==> config.mk <==
export PLATFORM = sky130hd
export DESIGN_NAME = sfx_event_scheduler
export DESIGN_NICKNAME = d
export VERILOG_FILES = /design/src/rtl/sfx_event_scheduler.sv
export SDC_FILE = /design/constraint.sdc
export NUM_CORES = 1
export LEC_CHECK = 0
export ABC_AREA = 1
export CELL_PAD_IN_SITES_DETAIL_PLACEMENT = 1
export CELL_PAD_IN_SITES_GLOBAL_PLACEMENT = 1
export CORE_UTILIZATION = 30
export DETAILED_ROUTE_END_ITERATION = 6
export PLACE_DENSITY_LB_ADDON = 0.1
export SKIP_LAST_GASP = 1
export SYNTH_ARGS = -nofsm -noshare
export SYNTH_HDL_FRONTEND = slang
export SYNTH_SLANG_ARGS = --single-unit
==> constraint.sdc <==
create_clock -name clk -period 2.9 [get_ports clk]
set_input_delay 0.87 -clock clk [delete_from_list [all_inputs] [get_ports clk]]
set_output_delay 0.87 -clock clk [all_outputs]
set_load 0.03 [all_outputs]
==> src/rtl/sfx_event_scheduler.sv <==
// Sound-effect scheduler: latches one-shot effect requests and plays them one at a time
// on the shared APU tone channel, granting on frame boundaries by fixed priority (id 0 highest).
module sfx_event_scheduler #(
  parameter int unsigned CNT_W = 6,
  parameter int unsigned DUR_0 = 24,
  parameter int unsigned DUR_1 = 12,
  parameter int unsigned DUR_2 = 16,
  parameter int unsigned DUR_3 = 4
) (
  input  logic             clk,
  input  logic             reset,
  input  logic             enable,
  input  logic             frame_end,
  input  logic [3:0]       req,
  output logic             sfx_active,
  output logic [1:0]       sfx_id,
  output logic [CNT_W-1:0] sfx_frame,
  output logic             sfx_start,
  output logic             busy_drop
);

  typedef enum logic [0:0] {StIdle, StPlay} state_e;

  state_e           state_q, state_d;
  logic [3:0]       pending_q, pending_d;
  logic [1:0]       id_q, id_d;
  logic [CNT_W-1:0] frame_q, frame_d;
  logic [CNT_W-1:0] remain_q, remain_d;
  logic             start_q, start_d;
  logic             drop_q, drop_d;

  logic [3:0] eff;
  logic       any_eff;
  logic [1:0] sel;
  logic       load;

  // Last frame index for an effect id (duration minus one).
  function automatic logic [CNT_W-1:0] dur_last(input logic [1:0] id);
    case (id)
      2'd0:    dur_last = CNT_W'(DUR_0 - 1);
      2'd1:    dur_last = CNT_W'(DUR_1 - 1);
      2'd2:    dur_last = CNT_W'(DUR_2 - 1);
      default: dur_last = CNT_W'(DUR_3 - 1);
    endcase
  endfunction

  // Requests arriving in the grant cycle compete alongside latched ones; lowest index wins.
  always_comb begin
    eff     = pending_q | req;
    any_eff = |eff;
    sel     = 2'd0;
    for (int i = 3; i >= 0; i--) begin
      if (eff[i]) sel = 2'(i);
    end
  end

  // Next-state: mute overrides everything; otherwise decisions happen only on frame_end.
  always_comb begin
    state_d   = state_q;
    pending_d = pending_q | req;
    id_d      = id_q;
    frame_d   = frame_q;
    remain_d  = remain_q;
    start_d   = 1'b0;
    drop_d    = 1'b0;
    load      = 1'b0;

    if (!enable) begin
      pending_d = '0;
      state_d   = StIdle;
      frame_d   = '0;
      drop_d    = (|pending_q) | (|req);
    end else if (frame_end) begin
      case (state_q)
        StIdle: load = any_eff;
        StPlay: begin
          if (any_eff && (sel <= id_q)) begin
            // Equal or higher priority preempts or retriggers the current effect.
            load = 1'b1;
          end else if (remain_q == '0) begin
            if (any_eff) begin
              load = 1'b1;
            end else begin
              state_d = StIdle;
              frame_d = '0;
            end
          end else begin
            remain_d = remain_q - CNT_W'(1);
            frame_d  = frame_q + CNT_W'(1);
          end
        end
        default: state_d = StIdle;
      endcase

      if (load) begin
        state_d        = StPlay;
        id_d           = sel;
        frame_d        = '0;
        remain_d       = dur_last(sel);
        start_d        = 1'b1;
        // Granted request is consumed even if it is being re-asserted this cycle.
        pending_d[sel] = 1'b0;
      end
    end
  end

  // State and output registers with synchronous reset.
  always_ff @(posedge clk) begin
    if (reset) begin
      state_q   <= StIdle;
      pending_q <= '0;
      id_q      <= '0;
      frame_q   <= '0;
      remain_q  <= '0;
      start_q   <= 1'b0;
      drop_q    <= 1'b0;
    end else begin
      state_q   <= state_d;
      pending_q <= pending_d;
      id_q      <= id_d;
      frame_q   <= frame_d;
      remain_q  <= remain_d;
      start_q   <= start_d;
      drop_q    <= drop_d;
    end
  end

  assign sfx_active = (state_q == StPlay);
  assign sfx_id     = id_q;
  assign sfx_frame  = frame_q;
  assign sfx_start  = start_q;
  assign busy_drop  = drop_q;

endmodule

==> flow_summary.json, run 1 <==
{
  "run_status": "finished, final reports clean",
  "drt.antenna.violating_nets": 0,
  "worstSetupPathType": "input port to register",
  "die_h_um": 67.9,
  "yosysMostFrequentCell": "nand2_1",
  "worstHoldStart": "remain_q[1]",
  "synth_adder_area_share": 0.0768,
  "crit_path_max_incr_delay_ns": 0.47,
  "syn_inst": 186,
  "synth-simple-area-share": 0.385,
  "wl_met3_um": 91,
  "leakage_nw": 0.748,
  "max_slew.worst_pin.slew_ns": 0.311,
  "globalplace.congestion": 0.854,
  "drt-total-wl_um": 3150,
  "syn_to_final_growth_pct": 23.5,
  "routed_via_density": 4.52,
  "crit_family": "buffers and inverters",
  "fin_ws_ns": 0.291,
  "final_nets": 228,
  "grt_pass1_vias": 1160,
  "fp.dieW_um": 67.9,
  "dp.cells": 257,
  "slowest_stage": "clkdlybuf4s50_1",
  "synth_ff_type": "dfxtp_1",
  "synth_edf_count": 0,
  "synth_compound_gate_area_share": 0.0729,
  "synth_area_um2": 1300,
  "vias": 1181,
  "cp_num_buf_inv": 3,
  "routedWlPerCell_um": 12.1,
  "min_path_type": "register to register",
  "path_clk_slew_ns": 0.08,
  "grt_util_all_layers": 0.154,
  "yosys_warnings": 0,
  "io-pin-count": 19,
  "drc": 0,
  "wl_met1_um": 1510,
  "startpoint": "req[2]",
  "initial_core_util": 0.319,
  "cts_made_buffers": 3,
  "nFillCells": 521,
  "antenna_found_initial": 0,
  "synthDistinctLibCells": 24,
  "dpl_cell_area_um2": 1570,
  "rsz0062_at_grt": "false",
  "fin_skew_ns": 0.00283,
  "drive_gt1_frac": 0.156,
  "drt_iter0_markers": 31,
  "period_minus_slack_ns": 2.61,
  "r2r_cells": 10,
  "synth.mux.area_fraction": 0,
  "stdcell_count": 261,
  "grt_pass1_wl_um": 5170,
  "grt_max_degree": 12,
  "syn-mean-instance-area_um2": 7.01,
  "endpoint_kind": "register",
  "clock-sinks": 21,
  "synth_seq_cells": 21,
  "timing.final.crit_share": 0.900,
  "dp_slack_ns": -0.0246,
  "setup_viol": 0,
  "fp-row-count": 23,
  "cts_tree": "yes",
  "dieArea_um2": 4610,
  "cp_data_required_time_ns": 3.10,
  "critical_path_arrival_ns": 2.81,
  "start_kind": "input port",
  "hold_depth": 2,
  "synth_top_family_by_area": "simple AND/OR/NAND/NOR gates",
  "cts_hold_buf": 0,
  "peakVddDrop_mv": 0.147,
  "coreArea_um2": 4090,
  "htreeDepth": 1,
  "power_per_cell_area_nw_per_um2": 421,
  "crit_cells": 12,
  "synthTopCellsByArea": "dfxtp_1 32%, nand2_1 14%, inv_1 8.1%, ha_1 7.7%, nand3_1 5.4%",
  "yosys.area.top_type": "dfxtp_1",
  "ys_async_sr_fraction": 0,
  "fin_area_um2": 1610,
  "met2_length_um": 1490,
  "syn_nets": 202,
  "dr.pass1.iters": 4,
  "routed.top_layer": "met4",
  "synth_top_area_share": 0.322,
  "yosys.area_share.xor_xnor": 0.0403,
  "grt_overflow": 0,
  "post_cts_buffers": 0,
  "clock_path_buffers": 2,
  "finalMaxSlewViolations": 0,
  "ys_seq_area_frac": 0.322,
  "clk_latency_ns": 0.27,
  "reg2reg_from": "pending_q[1]",
  "drv_cap": 0,
  "antennaDiodeCount": 0,
  "relSlewSlack": 0.792,
  "post_cts_resized": 0,
  "max_freq_ghz": 0.383,
  "port_buffers": 18,
  "crit_chain": "clkdlybuf4s50_1 > nor2_2 > nand2_1 > clkinv_2 > nor2_1 > ha_1 > a21oi_4 > nand3_4 > nand2_4 > buf_4 > nand4_1 > a21oi_1",
  "path_max_fanout": 7,
  "clk_root_buffer_cell": "clkbuf_8",
  "finalHoldViolCount": 0,
  "synthTopCellsByCount": "47 x nand2_1, 28 x inv_1, 21 x dfxtp_1",
  "hpwl_um": 2550
}
==> final timing paths <==
path	end	slack [ns]
setup / recovery	sfx_frame[2]	0.29
hold / removal	remain_q[1]	0.49
setup reg to reg	sfx_frame[2]	0.99
hold reg to reg	remain_q[1]	0.49
==> layout by cell type, fill, tap and decap left out, drive strengths merged <==
| cell type | netlist | layout |
|---|---|---|
| nand4 | 1 | 1 |
| xnor2 | 2 | 2 |
| nand3 | 16 | 16 |
| buf | 1 | 4 |
| o21ai | 4 | 4 |
| a21oi | 12 | 12 |
| clkdlybuf4s50 | 0 | 18 |
| dfxtp | 21 | 21 |
| nor2 | 26 | 26 |
| clkinv | 2 | 2 |
| inv | 30 | 30 |
| nand2 | 56 | 56 |
| xor2 | 4 | 4 |
| nand3b | 1 | 1 |
| clkbuf | 0 | 4 |
| nor3 | 2 | 2 |
| ha | 8 | 8 |
==> tightest hold or removal path: stages (launching register included) <==
cell,delay (ns)
dfxtp_1,0.33
nand2_1,0.06
a21oi_1,0.05
==> registers in the layout, indices dropped and copies added (netlist names) <==
signal	count
busy_drop	1
sfx_active	1
sfx_id	2
remain_q	6
sfx_frame	6
sfx_start	1
pending_q	4
==> layout make-up <==
class,instances,area [um2],share of cell area
Sequential cell,21,420,0.261
Timing Repair Buffer,22,210,0.131
Multi-Input combinational cell,132,749,0.465
Inverter,32,123,0.0761
Clock buffer,4,45.0,0.0280
Tap cell,50,62.6,0.0389
==> cell families after synthesis <==
family,Yosys count
flip-flops,21
adder cells (fa/ha/maj),8
AND/OR/NAND/NOR,102
AO/OA/AOI/OAI,16
XOR/XNOR,6
buffers and inverters,33
==> routing by layer <==
layer | up-vias | GRT usage
met3 | 6 | 0.0350
met4 | 0 | 0.0625
met2 | 17 | 0.260
li1 | 624 | -
met5 | - | 0
met1 | 534 | 0.186
==> stage by stage <==
| step | hold WS (ns) | util | total power, mW | TNS [ns] |
|---|---|---|---|---|
| floorplan | 0.452 | - | 0.432 | 0 |
| global placement | 0.477 | 0.383 | 0.483 | 0 |
| detailed placement | 0.478 | 0.383 | 0.486 | -0.0860 |
| CTS | 0.492 | 0.394 | 0.691 | 0 |
| global route | 0.529 | 0.394 | 0.720 | 0 |
| finish | 0.487 | 0.394 | 0.677 | 0 |
==> report_power, final <==
part           internal, mW  switching [mW]  total (mW)
clock                0.0982           0.103       0.202
combinational        0.0640           0.104       0.168
sequential            0.300         0.00781       0.308
(Power assumes the default switching activity.)
==> run 2: changes to the inputs <==
--- a/config.mk
+++ b/config.mk
@@ -11,7 +11,10 @@
 export CORE_UTILIZATION = 30
 export DETAILED_ROUTE_END_ITERATION = 6
 export PLACE_DENSITY_LB_ADDON = 0.1
+export RECOVER_POWER = 100
+export SKIP_CTS_REPAIR_TIMING = 1
 export SKIP_LAST_GASP = 1
 export SYNTH_ARGS = -nofsm -noshare
 export SYNTH_HDL_FRONTEND = slang
 export SYNTH_SLANG_ARGS = --single-unit
+export TNS_END_PERCENT = 20
==> run 2 against run 1 <==
Compared with the run above: critical path depth grew 1; first-iteration DRC count up 13%; sequential cell count unchanged; worst hold slack about the same; critical endpoint is now pending_q[1]; sequential share of layout area rose by 0.081 points; largest cell class unchanged; register-to-register slack worse by 0.04 ns; highest routed layer unchanged; wire length rose by 0.32%.
==> flow_summary.json, run 2 (synthesized netlist as in run 1, its figures left out) <==
{
  "finalHoldViolCount": 0,
  "final_cell_mix": "49 x nand2_1, 28 x inv_1, 21 x dfxtp_1",
  "dieArea_um2": 4610,
  "vias": 1174,
  "endpoint_kind": "register",
  "min_path_type": "register to register",
  "final_common_cell": "nand2_1",
  "power_per_cell_area_nw_per_um2": 421,
  "die_h_um": 67.9,
  "port_buffers": 18,
  "initial_core_util": 0.319,
  "use_met3": 0.0350,
  "reg2reg_from": "pending_q[1]",
  "worstHoldEndpoint": "remain_q[1]",
  "dr.pass1.iters": 5,
  "drt-total-wl_um": 3160,
  "nFillCells": 522,
  "reg2reg_to": "pending_q[1]",
  "clk_latency_ns": 0.27,
  "clock-sinks": 21,
  "rsz0062_at_grt": "false",
  "peakVddDrop_mv": 0.146,
  "start_kind": "input port",
  "grt_util_all_layers": 0.154,
  "cts_made_buffers": 3,
  "grt_pass1_vias": 1160,
  "max_slew.worst_pin.slew_ns": 0.317,
  "drt.antenna.violating_nets": 0,
  "fin_area_um2": 1610,
  "final_nets": 228,
  "clock_path_buffers": 2,
  "r2r_cells": 12,
  "fin_skew_ns": 0.00483,
  "r2r_setup_slack_ns": 0.95,
  "drive_gt1_frac": 0.147,
  "fin_ws_ns": 0.257,
  "routedWlPerCell_um": 12.1,
  "fp.dieW_um": 67.9,
  "drv_cap": 0,
  "drc": 0,
  "fp-row-count": 23,
  "coreArea_um2": 4090,
  "dp_slack_ns": -0.0246,
  "worstSetupPathType": "input port to register",
  "hold_ws_ns": 0.487,
  "leakage_nw": 0.781,
  "top_usage_layer": "met2",
  "globalplace.congestion": 0.854,
  "timing.final.crit_share": 0.911,
  "met1_usage": 0.186,
  "syn_to_final_growth_pct": 23.1,
  "grt_pass1_wl_um": 5170,
  "routed_via_density": 4.50,
  "grt_max_degree": 12,
  "hold_depth": 2,
  "critical_path_arrival_ns": 2.81,
  "antennaDiodeCount": 0,
  "period_minus_slack_ns": 2.64,
  "worstHoldStart": "remain_q[1]",
  "grt_use_met2": 0.260,
  "path_max_fanout": 7,
  "cp_data_required_time_ns": 3.07,
  "total_power_mw": 0.676,
  "grt_overflow": 0,
  "relSlewSlack": 0.788,
  "drt_iter0_markers": 35,
  "path_clk_slew_ns": 0.08,
  "antenna_found_initial": 0,
  "max_freq_ghz": 0.378,
  "finalMaxSlewViolations": 0,
  "cts_tree": "yes",
  "run_status": "finished, final reports clean",
  "clk_root_buffer_cell": "clkbuf_8",
  "io-pin-count": 19,
  "htreeDepth": 1,
  "dpl_cell_area_um2": 1570,
  "hpwl_um": 2550,
  "setup_viol": 0
}
==> run 2: power by group <==
group          switching (mW)  internal, mW  total (mW)
logic                   0.103        0.0619       0.165
registers             0.00756         0.300       0.307
clock network           0.106        0.0983       0.204
==> run 2: cell type report <==
| cell class | instances | area, um2 | area share |
|---|---|---|---|
| repair buffers | 22 | 210 | 0.131 |
| clock buffers | 4 | 45.0 | 0.0281 |
| flip-flops and latches | 21 | 420 | 0.262 |
| inverters | 32 | 123 | 0.0764 |
| multi-input cells | 132 | 744 | 0.464 |
| well taps | 50 | 62.6 | 0.0390 |
==> run 2: worst max path at each step <==
stage | start | to | slack (ns) | cells past startpoint
after CTS | req[1] | sfx_frame[2] | 0.26 | 11
after global routing | req[1] | sfx_id[0] | 0.06 | 13
final | req[1] | pending_q[1] | 0.26 | 13
after global placement | req[2] | sfx_id[1] | 0.07 | 14
after floorplan | req[1] | remain_q[4] | 0.51 | 12
after detailed placement | req[2] | sfx_id[0] | -0.02 | 14
==> run 2: critical path, cell delays in order <==
cell and delay (ns):
clkdlybuf4s50_1 0.41, nor2_2 0.15, nand2_1 0.15, nor2_1 0.18, ha_1 0.29, nand2_1 0.09, nand2_1 0.08, nand3_4 0.10
nand2_4 0.09, nor2_4 0.13, inv_1 0.08, o21ai_0 0.15, inv_1 0.05
==> run 2: per-stage QoR <==
stage | TNS, ns | utilization | std cells
2_1_floorplan | 0 | - | 186
4_1_cts | 0 | 0.394 | 261
3_3_place_gp | 0 | 0.383 | 257
6_report | 0 | 0.393 | 261
3_5_place_dp | -0.0860 | 0.383 | 257
5_1_grt | 0 | 0.393 | 261
==> run 2: layer usage <==
| layer | share of wire | vias up |
|---|---|---|
| met5 | 0 | - |
| met4 | 0.015 | 0 |
| met3 | 0.029 | 4 |
| met2 | 0.47 | 16 |
| met1 | 0.48 | 532 |
| li1 | - | 622 |
